File: src/rtl/nibble_serial_adder_pkg.sv
// Shared definitions for the nibble-serial adder/subtractor.
//   NIBBLE       : width of one arithmetic slice (4 bits)
//   nsa_state_t  : control FSM encoding (IDLE, RUN, DONE)
package adder_pkg;

  localparam int NIBBLE = 4;

  typedef enum logic [1:0] {
    IDLE = 2'd0,
    RUN  = 2'd1,
    DONE = 2'd2
  } nsa_state_t;

endpackage

File: src/rtl/nibble_serial_adder_if.sv
// Operand/result handshake bundle for nibble_serial_adder.
//   master : operand source and result consumer (drives in_valid, a, b, cin,
//            sub, out_ready; observes in_ready, out_valid, sum, cout, ovf)
//   slave  : the adder itself (the mirror image)
interface nibble_serial_adder_if #(
  parameter int WIDTH = 16
);

  logic             in_valid;
  logic             in_ready;
  logic [WIDTH-1:0] a;
  logic [WIDTH-1:0] b;
  logic             cin;
  logic             sub;
  logic             out_valid;
  logic             out_ready;
  logic [WIDTH-1:0] sum;
  logic             cout;
  logic             ovf;

  modport master (
    output in_valid, a, b, cin, sub, out_ready,
    input  in_ready, out_valid, sum, cout, ovf
  );

  modport slave (
    input  in_valid, a, b, cin, sub, out_ready,
    output in_ready, out_valid, sum, cout, ovf
  );

endinterface

File: src/rtl/nibble_serial_adder_slice.sv
// adder_1a: 4-bit ripple-carry adder slice, purely combinational.
//   a_i, b_i : 4-bit addends
//   cin_i    : carry into bit 0
//   sum_o    : 4-bit sum
//   cout_o   : carry out of bit 3
module adder_1a (
  input  logic [3:0] a_i,
  input  logic [3:0] b_i,
  input  logic       cin_i,
  output logic [3:0] sum_o,
  output logic       cout_o
);

  assign {cout_o, sum_o} = {1'b0, a_i} + {1'b0, b_i} + {4'b0000, cin_i};

endmodule

File: src/rtl/nibble_serial_adder.sv
// nibble_serial_adder: WIDTH-bit adder/subtractor that pushes one nibble per
// clock through a single 4-bit adder_1a slice, least significant nibble
// first, with a registered carry linking the nibbles.
//   clk, rst  : rising-edge clock, synchronous active-high reset
//   bus.slave : in_valid/in_ready operand handshake (a, b, cin, sub) and
//               out_valid/out_ready result handshake (sum, cout, ovf)
// A result appears exactly WIDTH/4 edges after the operand is accepted and
// holds until the consumer takes it; there is no overlap between operations.
module nibble_serial_adder
  import adder_pkg::*;
#(
  parameter int WIDTH = 16
) (
  input  logic                 clk,
  input  logic                 rst,
  nibble_serial_adder_if.slave bus
);

  localparam int NNIB = WIDTH / NIBBLE;
  localparam int IDXW = (NNIB > 1) ? $clog2(NNIB) : 1;
  localparam logic [IDXW-1:0] LAST_IDX = IDXW'(NNIB - 1);

  generate
    if ((WIDTH % NIBBLE) != 0 || WIDTH < NIBBLE) begin : g_bad_width
      $error("nibble_serial_adder: WIDTH must be a positive multiple of 4");
    end
  endgenerate

  nsa_state_t       state_q;
  logic [IDXW-1:0]  idx_q;
  logic             carry_q;
  logic [WIDTH-1:0] a_q;
  logic [WIDTH-1:0] b_q;
  logic [WIDTH-1:0] sum_q;
  logic             cout_q;
  logic             ovf_q;

  logic [NIBBLE-1:0] a_nib;
  logic [NIBBLE-1:0] b_nib;
  logic [NIBBLE-1:0] nib_sum;
  logic              nib_cout;
  logic              ovf_d;

  // Handshake flags come straight from the registered state.
  assign bus.in_ready  = (state_q == IDLE);
  assign bus.out_valid = (state_q == DONE);
  assign bus.sum       = sum_q;
  assign bus.cout      = cout_q;
  assign bus.ovf       = ovf_q;

  assign a_nib = a_q[NIBBLE*idx_q +: NIBBLE];
  assign b_nib = b_q[NIBBLE*idx_q +: NIBBLE];

  adder_1a u_slice (
    .a_i    (a_nib),
    .b_i    (b_nib),
    .cin_i  (carry_q),
    .sum_o  (nib_sum),
    .cout_o (nib_cout)
  );

  // Only meaningful on the top nibble. b_q already holds ~b for subtract, so
  // the usual same-sign-in / different-sign-out rule covers both operations.
  assign ovf_d = (a_q[WIDTH-1] == b_q[WIDTH-1]) &&
                 (nib_sum[NIBBLE-1] != a_q[WIDTH-1]);

  // Operand capture: loaded only on the accepting edge, so later changes on
  // the bus have no effect on the running operation.
  always_ff @(posedge clk) begin
    if (state_q == IDLE && bus.in_valid) begin
      a_q <= bus.a;
      b_q <= bus.sub ? ~bus.b : bus.b;
    end
  end

  // Control FSM with index counter, carry link and result registers.
  always_ff @(posedge clk) begin
    if (rst) begin
      state_q <= IDLE;
      idx_q   <= '0;
      carry_q <= 1'b0;
      sum_q   <= '0;
      cout_q  <= 1'b0;
      ovf_q   <= 1'b0;
    end else begin
      case (state_q)
        IDLE: begin
          if (bus.in_valid) begin
            // Subtract is a + ~b + 1: the +1 enters as the initial carry.
            carry_q <= bus.sub ? 1'b1 : bus.cin;
            idx_q   <= '0;
            sum_q   <= '0;
            state_q <= RUN;
          end
        end
        RUN: begin
          sum_q[NIBBLE*idx_q +: NIBBLE] <= nib_sum;
          carry_q                       <= nib_cout;
          if (idx_q == LAST_IDX) begin
            idx_q   <= '0;
            cout_q  <= nib_cout;
            ovf_q   <= ovf_d;
            state_q <= DONE;
          end else begin
            idx_q <= idx_q + IDXW'(1);
          end
        end
        DONE: begin
          if (bus.out_ready) begin
            state_q <= IDLE;
          end
        end
        default: state_q <= IDLE;
      endcase
    end
  end

endmodule

File: src/flat_wrapper.sv
// flat-port wrapper written by rule: the top's interface ports become plain ports
module nibble_serial_adder_flat import adder_pkg::*;
#(
  parameter int WIDTH = 16
)
  (clk, rst, bus_in_valid, bus_a, bus_b, bus_cin, bus_sub, bus_out_ready, bus_in_ready, bus_out_valid, bus_sum, bus_cout, bus_ovf);
  nibble_serial_adder_if #(.WIDTH(WIDTH)) bus_i ();
  input  logic clk;
  input  logic rst;
  input wire logic [$bits(bus_i.in_valid)-1:0] bus_in_valid;
  input wire logic [$bits(bus_i.a)-1:0] bus_a;
  input wire logic [$bits(bus_i.b)-1:0] bus_b;
  input wire logic [$bits(bus_i.cin)-1:0] bus_cin;
  input wire logic [$bits(bus_i.sub)-1:0] bus_sub;
  input wire logic [$bits(bus_i.out_ready)-1:0] bus_out_ready;
  output wire logic [$bits(bus_i.in_ready)-1:0] bus_in_ready;
  output wire logic [$bits(bus_i.out_valid)-1:0] bus_out_valid;
  output wire logic [$bits(bus_i.sum)-1:0] bus_sum;
  output wire logic [$bits(bus_i.cout)-1:0] bus_cout;
  output wire logic [$bits(bus_i.ovf)-1:0] bus_ovf;
  assign bus_i.in_valid = bus_in_valid;
  assign bus_i.a = bus_a;
  assign bus_i.b = bus_b;
  assign bus_i.cin = bus_cin;
  assign bus_i.sub = bus_sub;
  assign bus_i.out_ready = bus_out_ready;
  assign bus_in_ready = bus_i.in_ready;
  assign bus_out_valid = bus_i.out_valid;
  assign bus_sum = bus_i.sum;
  assign bus_cout = bus_i.cout;
  assign bus_ovf = bus_i.ovf;
  nibble_serial_adder #(.WIDTH(WIDTH)) u_core (.clk(clk), .rst(rst), .bus(bus_i));
endmodule
File: config.mk
export PLATFORM = sky130hd
export DESIGN_NAME = nibble_serial_adder_flat
export DESIGN_NICKNAME = d
export VERILOG_FILES = /design/src/rtl/nibble_serial_adder_pkg.sv /design/src/rtl/nibble_serial_adder_if.sv /design/src/rtl/nibble_serial_adder_slice.sv /design/src/rtl/nibble_serial_adder.sv /design/src/flat_wrapper.sv
export SDC_FILE = /design/constraint.sdc
export NUM_CORES = 1
export LEC_CHECK = 0
export ABC_CLOCK_PERIOD_IN_PS = 3350
export BUFFER_PORTS_ARGS = -buffer_cell sky130_fd_sc_hd__buf_4
export CORE_MARGIN = 5
export CORE_UTILIZATION = 45
export CTS_CLUSTER_SIZE = 8
export DETAILED_ROUTE_END_ITERATION = 10
export GPL_ROUTABILITY_DRIVEN = 0
export MAX_ROUTING_LAYER = met4
export PLACE_DENSITY = 0.77
export SLEW_MARGIN = 15
export SYNTH_ARGS = -nofsm -noshare
export SYNTH_HDL_FRONTEND = slang
export SYNTH_SLANG_ARGS = --single-unit
File: constraint.sdc
create_clock -name clk -period 3.35 [get_ports clk]
set_clock_uncertainty 0.15 [all_clocks]
set_input_delay 0 -clock clk [delete_from_list [all_inputs] [get_ports clk]]
set_output_delay 0 -clock clk [all_outputs]
set_load 0.01 [all_outputs]
==> results of run 1 <==
==> layer usage <==
layer,up-vias,track usage [%]
li1,866,-
met1,837,19.2
met2,56,28.6
met3,5,4.44
met4,0,2.78
met5,-,-
==> critical path: stages (launching register included) <==
cell	delay, ns
dfxtp_1	0.47
buf_4	0.25
mux4_2	0.57
ha_1	0.30
a211oi_1	0.07
or3b_1	0.50
a21o_1	0.23
a311oi_2	0.21
==> cells by family after synthesis <==
family                   synth area share (%)
AO/OA/AOI/OAI                            10.8
XOR/XNOR                                 6.08
adder cells (fa/ha/maj)                  5.21
buffers and inverters                    2.25
flip-flops                               58.0
multiplexers                             8.17
AND/OR/NAND/NOR                          9.50
==> repair_timing <==
item | in CTS | in global routing
hold endpoints to repair | 55 | 0
resized for setup | 0 | 0
hold buffers | 36 | 0
==> metrics by stage <==
stage          util [%]  area (um2)
5_1_grt            65.1        3390
6_report           65.1        3390
4_1_cts            65.1        3390
3_5_place_dp       56.6        2940
2_1_floorplan         -        2450
3_3_place_gp       56.6        2940
==> final cells by class <==
cell class                      count  area [um2]
Fill cell                         411        1820
Tap cell                           70        87.6
Multi-Input combinational cell    116         973
Sequential cell                    55        1420
Inverter                            3        11.3
Timing Repair Buffer               96         811
Clock buffer                        6        72.6
Clock inverter                      2        12.5
==> worst max path at each step <==
stage	from	to	slack, ns
finish	u_core.idx_q[0]	u_core.bus.ovf	0.49
global route	u_core.idx_q[0]	u_core.bus.ovf	0.32
detailed placement	u_core.idx_q[0]	u_core.bus.ovf	0.50
floorplan	u_core.idx_q[0]	u_core.carry_q	0.52
global placement	u_core.idx_q[0]	u_core.bus.ovf	0.60
CTS	u_core.idx_q[0]	u_core.bus.ovf	0.48
==> power breakdown <==
part,leakage (nW),total (mW),switching [mW],internal [mW]
sequential,0.493,0.777,0.0182,0.759
clock,0.0428,0.354,0.207,0.147
combinational,0.821,0.262,0.126,0.136
==> flip-flops by register name, indices dropped and copies added, names as in the netlist <==
register / count
u_core.bus.sum: 16
u_core.b_q: 16
u_core.idx_q: 2
u_core.bus.cout: 1
u_core.a_q: 16
u_core.state_q: 2
u_core.carry_q: 1
u_core.bus.ovf: 1
==> layout by cell type (no fill, tap or decap) <==
cell type and count:
a22oi_1 13, and3b_1 1, edfxtp_1 32, nor4b_2 1
a21o_1 7, fa_1 2, dfxtp_1 23, a2bb2oi_1 1
nor2b_1 3, nor2_1 26, mux2i_1 2, a211oi_1 2
a32oi_1 4, mux4_2 8, clkbuf_8 5, nand3_1 1
or3b_1 2, clkinv_4 1, clkinv_1 1, xor2_1 17
inv_1 3, dlygate4sd3_1 36, o21bai_1 2, nand2b_1 2
buf_4 60, a311oi_2 1, clkbuf_1 1, nand2_1 6
o21ba_2 1, a21oi_1 3, and2_1 1, nor3b_2 1
nand3b_1 1, ha_1 7, and4_1 1
==> cells in the mapped netlist <==
| cell type | count | share of area [%] |
|---|---|---|
| fa_1 | 2 | 1.6 |
| or3b_1 | 2 | 0.72 |
| inv_1 | 3 | 0.46 |
| nor2b_1 | 3 | 0.77 |
| xor2_1 | 17 | 6.1 |
| o21ba_2 | 1 | 0.41 |
| a21o_1 | 7 | 2.1 |
| nand3_1 | 1 | 0.20 |
| o21bai_1 | 2 | 0.61 |
| a32oi_1 | 4 | 1.4 |
| ha_1 | 7 | 3.6 |
| a311oi_2 | 1 | 0.61 |
| buf_2 | 5 | 1.0 |
| and3b_1 | 1 | 0.36 |
| a22oi_1 | 13 | 4.0 |
| and4_1 | 1 | 0.36 |
| nor4b_2 | 1 | 0.61 |
| nand3b_1 | 1 | 0.31 |
| a21oi_1 | 3 | 0.61 |
| nor3b_2 | 1 | 0.51 |
| edfxtp_1 | 32 | 39 |
| nor2_1 | 26 | 4.0 |
| dfxtp_1 | 23 | 19 |
| a211oi_1 | 2 | 0.61 |
| clkbuf_1 | 5 | 0.77 |
| a2bb2oi_1 | 1 | 0.36 |
| nand2_1 | 6 | 0.92 |
| mux4_2 | 8 | 7.4 |
| mux2i_1 | 2 | 0.82 |
| nand2b_1 | 2 | 0.51 |
| and2_1 | 1 | 0.26 |
==> results.ini, run 1 <==
[timing]
post-route-period-util_pct = 85.3
setup_slack_ns = 0.492
worstMarginPinSlew_ns = 0.506
slew_headroom_pct = 66.2
hold_viol = 0
fin_tns_setup_ns = 0
finalMaxSlewViolations = 0
min_period_ns = 2.86
holdWs_ns = 0.0274
final-setup-viol-count = 0
rsz0062_at_grt = no
fmax_ghz = 0.350

[grt]
grt_pass1_wl_mm = 9.00
grt_pass1_vias = 1903
antenna_found_initial = 0
grt_max_degree = 33
grt_overflow_total = 0
grtUsageTotal_pct = 16.4

[yosys]
ys_seq_area_share_pct = 58.0
synth_cell_type_count = 31
yosys_warnings = 0
synthesis.area_um2 = 2450
synth_seq_cells = 55
syn_area_per_cell_um2 = 13.3
syn_inst = 184
syn-num-nets = 231

[clock_tree]
postCtsSetupRepairBufs = 0
cts_buffer_depth = 2
ctsRootBufferMaster = clkbuf_8
clk_latency_ns = 0.31
cts_tree = built
clk_pin_slew_ns = 0.10
cts_buffers = 5
clock_sinks = 55
cts.htree.levels = 2

[floorplanning]
boundaryPins = 58
fp.dieH_um = 83.8
core_um2 = 5200
num_rows = 26
start_util_pct = 47.1
die_area_um2 = 7020
die_w_um = 83.8

[setup_path]
start_kind = register
r2r-end = u_core.bus.ovf
worstPathRequired_ns = 3.42
crit_type = reg -> reg
path_max_fanout = 10
end_kind = register
r2r_setup_slack_ns = 0.49
timing.rr.start = u_core.idx_q[0]
cp.arrival_ns = 2.93
reg2reg_depth = 7

[power_and_ir_drop]
peakVddDrop_mv = 0.244
p_leak_nw = 1.36
power.density_nw_per_um2 = 411
p_total_mw = 1.39

[routing]
final_antenna_net_count = 0
wl_met3_um = 312
wl_mm = 5.26
dr.pass1.iters = 4
met2_length_mm = 2.73
routedWlPerCell_um = 15.1
drt_iter0_drc = 102
route.layer.met1.wl_mm = 2.18
vias = 1764
route.detailed.drc = 0
vias_per_cell = 5.07
top_layer_used = met4

[worst_hold_path]
worstHoldStart = bus_sub
min_path_type = in -> reg
holdPathEnd = u_core.b_q[14]
hold_depth = 2

[place]
pre_cts_ws_ns = 0.499
dp.cells = 304
portBuffers = 57
dp_hpwl_mm = 3.69

[run_status]
outcome = completed

[layout]
n_antenna_cell = 0
area_delta_synth_final_pct = 38.4
fin_cells = 348
drive_above_1_share_pct = 28.1
nets = 324

[flow_run]
maxCapViolCount = 0

Note: power is estimated with default switching activity, not from simulation.
==> run 2, diff against run 1 <==
--- a/config.mk
+++ b/config.mk
@@ -7,7 +7,6 @@
 export LEC_CHECK = 0
 export ABC_CLOCK_PERIOD_IN_PS = 3350
 export BUFFER_PORTS_ARGS = -buffer_cell sky130_fd_sc_hd__buf_4
-export CORE_MARGIN = 5
 export CORE_UTILIZATION = 45
 export CTS_CLUSTER_SIZE = 8
 export DETAILED_ROUTE_END_ITERATION = 10
==> run 2 against run 1 <==
Compared with the run above: sequential share of layout area shrank 0.67 points; worst hold slack lost 0.0059 ns; largest cell class unchanged; fmax shrank 2.5%.
==> results.ini, run 2 (synthesized netlist as in run 1, its figures left out) <==
[routing]
vias = 1758  ; was 1,764
final_antenna_net_count = 0  ; unchanged
drt_iter0_drc = 67  ; was 102
dr.pass1.iters = 4  ; unchanged
wl_mm = 5.12  ; was 5.26 mm
routedWlPerCell_um = 14.7  ; was 15.1 um
route.detailed.drc = 0  ; unchanged
vias_per_cell = 5.05  ; was 5.07

[clock_tree]
cts_buffers = 5  ; unchanged
clk_pin_slew_ns = 0.10  ; about the same
cts.repair.resized = 0  ; unchanged
cts.htree.levels = 2  ; unchanged
cts_tree = built  ; unchanged
clk_latency_ns = 0.31  ; about the same
ctsRootBufferMaster = clkbuf_8  ; unchanged
clock_sinks = 55  ; unchanged
cts_buffer_depth = 2  ; unchanged

[power_and_ir_drop]
power.density_nw_per_um2 = 455  ; was 411 nW/um2
p_seq_share_pct = 49.7  ; was 55.8%
pwr-share-comb_pct = 16.8  ; was 18.8%
p_switching_uw = 367  ; was 351 uW
peakVddDrop_mv = 0.277  ; was 0.244 mV
p_leak_nw = 1.38  ; was 1.36 nW
p_clk_share_pct = 33.5  ; was 25.4%
p_sw_share_pct = 23.4  ; was 25.2%
p_int_mw = 1.20  ; was 1.04 mW
p_total_mw = 1.57  ; was 1.39 mW

[grt]
grt_pass1_wl_mm = 8.11  ; was 9.00 mm
grt_pass1_vias = 1700  ; was 1,903
grt_max_degree = 33  ; unchanged
grtUsageTotal_pct = 20.0  ; was 16.4%
grt_overflow_total = 0  ; unchanged
antenna_found_initial = 0  ; unchanged

[timing]
slew_headroom_pct = 70.4  ; was 66.2%
post-route-period-util_pct = 87.5  ; was 85.3%
rsz0062_at_grt = no  ; unchanged
holdWs_ns = 0.0215  ; was 0.0274 ns
min_period_ns = 2.93  ; was 2.86 ns
finalMaxSlewViolations = 0  ; unchanged
fin_tns_setup_ns = 0  ; unchanged
setup_slack_ns = 0.418  ; was 0.492 ns
fmax_ghz = 0.341  ; was 0.350 GHz
worstMarginPinSlew_ns = 0.444  ; was 0.506 ns
final-setup-viol-count = 0  ; unchanged
hold_viol = 0  ; unchanged

[floorplanning]
die_w_um = 75.8  ; was 83.8 um
die_area_um2 = 5740  ; was 7020 um2
fp.dieH_um = 75.8  ; was 83.8 um
boundaryPins = 58  ; unchanged
num_rows = 26  ; unchanged
start_util_pct = 47.4  ; was 47.1%
core_um2 = 5170  ; was 5200 um2

[flow_run]
maxCapViolCount = 0  ; unchanged

[place]
dp_hpwl_mm = 3.43  ; was 3.69 mm
portBuffers = 57  ; unchanged
postPlaceCellArea_um2 = 2940  ; unchanged
pre_cts_ws_ns = 0.413  ; was 0.499 ns

[worst_hold_path]
min_path_type = in -> reg  ; unchanged

[run_status]
outcome = completed  ; unchanged

[layout]
nets = 324  ; unchanged
seq_area_um2 = 1420  ; unchanged
multiInputGateArea_um2 = 973  ; unchanged
fill_cells = 375  ; was 411
mostFrequentLayoutCell = buf_4  ; unchanged
area_delta_synth_final_pct = 40.6  ; was 38.4%
final_cell_mix = buf_4 (60), dlygate4sd3_1 (36), edfxtp_1 (32)  ; unchanged
n_antenna_cell = 0  ; unchanged
finalInstanceArea_um2 = 3440  ; was 3390 um2
drive_above_1_share_pct = 28.8  ; was 28.1%

[setup_path]
worstPathRequired_ns = 3.43  ; was 3.42 ns
crit_type = reg -> reg  ; unchanged
end_kind = register  ; unchanged
start_kind = register  ; unchanged
cp.arrival_ns = 3.01  ; was 2.93 ns
path_max_fanout = 8  ; was 10

run 2: timing repair:
item                                   4_1_cts  5_1_grt
hold buffers                                36        0
buffers inserted                             0        0
endpoints found under the hold margin       55        0
run 2: area by class of cell:
type	count	share of cell area (%)
multi-input combinational	116	28.3
clock inverter	3	2.07
inverter	3	0.327
tap	70	2.54
timing repair buffer	96	23.5
clock buffer	5	2.00
sequential	55	41.3
run 2: through the flow:
stage               instances  util, %
finish                    348     66.6
CTS                       348     66.6
global placement          304     56.9
global route              348     66.6
floorplan                 184        -
detailed placement        304     56.9
run 2: power by group through the flow:
stage	Clock (mW)	Combinational [mW]	Sequential (mW)
floorplan	0	0.150	0.786
global placement	0	0.224	0.793
detailed placement	0	0.230	0.794
CTS	0.535	0.263	0.779
global route	0.562	0.287	0.783
finish	0.525	0.263	0.778
run 2: path summary, 6_finish.rpt:
kind / slack, ns / to / startpoint / depth (start not counted)
worst max-delay path: 0.42 / u_core.bus.ovf / u_core.idx_q[0] / 7
worst min register to register: 0.36 / u_core.bus.sum[11] / u_core.bus.sum[11] / 2
worst max register to register: 0.42 / u_core.bus.ovf / u_core.idx_q[0] / 7
worst min-delay path: 0.02 / u_core.b_q[6] / bus_sub / 2
run 2: layer usage:
layer  track usage [%]  vias up  wire (um)  part of all wire [%]
li1                  -      864          -                     -
met1              24.0      822       2130                    42
met2              34.9       67       2690                    52
met3              2.91        5        252                   4.9
met4              5.97        0         51                   1.0
met5                 -        -          0                     0
run 2: critical path, stage by stage, from the launching register on:
cell      delay (ns)
dfxtp_1         0.57
buf_4           0.25
mux4_2          0.56
ha_1            0.31
a211oi_1        0.08
or3b_1          0.48
a21o_1          0.23
a311oi_2        0.21
==> run 3, diff against run 2 <==
--- a/config.mk
+++ b/config.mk
@@ -5,7 +5,7 @@
 export SDC_FILE = /design/constraint.sdc
 export NUM_CORES = 1
 export LEC_CHECK = 0
-export ABC_CLOCK_PERIOD_IN_PS = 3350
+export ABC_CLOCK_PERIOD_IN_PS = 3700
 export BUFFER_PORTS_ARGS = -buffer_cell sky130_fd_sc_hd__buf_4
 export CORE_UTILIZATION = 45
 export CTS_CLUSTER_SIZE = 8
@@ -13,6 +13,7 @@
 export GPL_ROUTABILITY_DRIVEN = 0
 export MAX_ROUTING_LAYER = met4
 export PLACE_DENSITY = 0.77
+export RECOVER_POWER = 100
 export SLEW_MARGIN = 15
 export SYNTH_ARGS = -nofsm -noshare
 export SYNTH_HDL_FRONTEND = slang
==> constraint.sdc (replaced) <==
create_clock -name clk -period 3.7 [get_ports clk]
set_clock_uncertainty 0.15 [all_clocks]
set_input_delay 0 -clock clk [delete_from_list [all_inputs] [get_ports clk]]
set_output_delay 0 -clock clk [all_outputs]
set_load 0.01 [all_outputs]
==> run 3 against run 2 <==
Compared with the run above: the flow now finishes with violations (max-capacitance violations, max-slew violations); non-clock buffer count down 2; combinational power fell by 13%; fmax fell by 6.2%; final cell count is 0.57% lower; utilization fell by 2.5 points; sequential share of layout area increased by 1.6 points; global-route usage increased by 1.1 points; sequential power is 9.0% lower; critical path depth stayed put; largest power group unchanged.
==> results.ini, run 3 (synthesized netlist as in run 1, its figures left out) <==
[floorplanning]
num_rows = 26  ; unchanged
fp.dieH_um = 75.8  ; unchanged
die_w_um = 75.8  ; unchanged
start_util_pct = 47.4  ; unchanged
boundaryPins = 58  ; unchanged
core_um2 = 5170  ; unchanged
die_area_um2 = 5740  ; unchanged

[timing]
min_period_ns = 3.13  ; was 2.93 ns
fin_tns_setup_ns = 0  ; unchanged
worstMarginPinSlew_ns = 1.66  ; was 0.444 ns
final-setup-viol-count = 0  ; unchanged
fmax_ghz = 0.320  ; was 0.341 GHz
slew_headroom_pct = -10.5  ; was 70.4%
finalMaxSlewViolations = 33  ; was 0
rsz0062_at_grt = no  ; unchanged
post-route-period-util_pct = 84.5  ; was 87.5%
hold_viol = 0  ; unchanged

[worst_hold_path]
min_path_type = in -> reg  ; unchanged

[grt]
grtUsageTotal_pct = 21.1  ; was 20.0%
grt_pass1_vias = 1777  ; was 1,700
grt_overflow_total = 0  ; unchanged
antenna_found_initial = 0  ; unchanged
grt_max_degree = 33  ; unchanged
grt_pass1_wl_mm = 8.49  ; was 8.11 mm

[setup_path]
cp.arrival_ns = 3.17  ; was 3.01 ns
path_max_fanout = 14  ; was 8
crit_type = reg -> reg  ; unchanged
end_kind = register  ; unchanged
crit_path_top_delay_cell = dfxtp_1  ; unchanged
crit_chain = mux4_2, fa_1, fa_1, a21o_1, a21o_1, a2bb2oi_1, a21oi_1  ; was buf_4, mux4_2, ha_1, a211oi_1, or3b_1, a21o_1, a311oi_2
slowest_delay_ns = 0.78  ; was 0.57 ns
worstPathRequired_ns = 3.75  ; was 3.43 ns
start_kind = register  ; unchanged

[place]
dp_hpwl_mm = 3.31  ; was 3.43 mm
portBuffers = 57  ; unchanged

[clock_tree]
cts_buffers = 5  ; unchanged
cts.htree.levels = 2  ; unchanged
cts_buffer_depth = 2  ; unchanged
cts_tree = built  ; unchanged
clock_sinks = 55  ; unchanged
clk_latency_ns = 0.31  ; about the same
ctsRootBufferMaster = clkbuf_8  ; unchanged
postCtsSetupRepairBufs = 0  ; unchanged
clk_pin_slew_ns = 0.10  ; about the same

[routing]
final_antenna_net_count = 0  ; unchanged
wl_mm = 5.24  ; was 5.12 mm
drt_iter0_drc = 104  ; was 67
vias = 1769  ; was 1,758
route.detailed.drc = 0  ; unchanged
vias_per_cell = 5.11  ; was 5.05
routedWlPerCell_um = 15.1  ; was 14.7 um
dr.pass1.iters = 4  ; unchanged

[power_and_ir_drop]
p_leak_nw = 1.26  ; was 1.38 nW
peakVddDrop_mv = 0.245  ; was 0.277 mV
power.density_nw_per_um2 = 403  ; was 455 nW/um2

[layout]
area_delta_synth_final_pct = 35.3  ; was 40.6%
post-route-util_pct = 64.1  ; was 66.6%
final_cell_mix = dlygate4sd3_1 (36), clkbuf_4 (32), edfxtp_1 (32)  ; was buf_4 (60), dlygate4sd3_1 (36), edfxtp_1 (32)
fill_cells = 414  ; was 375
drive_above_1_share_pct = 19.9  ; was 28.8%
mostFrequentLayoutCell = dlygate4sd3_1  ; was buf_4
n_antenna_cell = 0  ; unchanged
nets = 322  ; was 324

[run_status]
violations = max-capacitance violations, max-slew violations
outcome = finished with violations  ; was completed

[flow_run]
maxCapViolCount = 1  ; was 0

==> run 3: layout make-up <==
type | instances | area [um2] | share of cell area, %
multi-input cells | 116 | 967 | 29.2
repair buffers | 94 | 717 | 21.6
flip-flops and latches | 55 | 1420 | 42.9
clock inverters | 3 | 42.5 | 1.28
inverters | 3 | 11.3 | 0.340
well taps | 70 | 87.6 | 2.64
clock buffers | 5 | 68.8 | 2.08
==> run 3: per-stage QoR <==
| step | cell area [um2] | setup WS [ns] | hold WS (ns) | std cells | power (mW) |
|---|---|---|---|---|---|
| after floorplan | 2450 | 0.866 | -0.0821 | 184 | 0.847 |
| after global placement | 2930 | 0.608 | 0.0296 | 302 | 0.921 |
| after detailed placement | 2930 | 0.565 | 0.0292 | 302 | 0.927 |
| after CTS | 3400 | 0.542 | 0.0149 | 346 | 1.35 |
| after global routing | 3320 | 0.338 | 0.0328 | 346 | 1.40 |
| final | 3320 | 0.575 | 0.0191 | 346 | 1.34 |
==> run 3: power by group <==
part | internal (mW) | switching [mW] | leakage (nW)
logic | 0.116 | 0.113 | 0.714
clock network | 0.202 | 0.198 | 0.0562
registers | 0.688 | 0.0198 | 0.493
==> run 3: routing by layer <==
| metal | up-vias | share of wire, % | global-route usage, % |
|---|---|---|---|
| li1 | 857 | - | - |
| met1 | 833 | 42 | 25.4 |
| met2 | 71 | 49 | 35.5 |
| met3 | 8 | 7.1 | 4.89 |
| met4 | 0 | 1.5 | 6.38 |
| met5 | - | 0 | - |
==> run 3: what timing repair did <==
item                      in CTS  in global routing
gates resized for setup        0                  0
hold endpoints to repair      55                  0
hold buffers                  36                  0
==> run 3: worst max-delay path, delay by kind of cell (launching register included) <==
kind	cells	cell delay, ns
compound gates	4	0.58
fa+ha+maj	2	0.88
mux	1	0.62
flops	1	0.78
==> run 3: worst paths after layout <==
kind | startpoint | to | slack (ns) | cells past startpoint
setup / recovery | u_core.idx_q[0] | u_core.carry_q | 0.57 | 7
hold / removal | bus_sub | u_core.b_q[9] | 0.02 | 2
setup reg to reg | u_core.idx_q[0] | u_core.carry_q | 0.57 | 7
hold reg to reg | u_core.bus.sum[15] | u_core.bus.sum[15] | 0.36 | 2
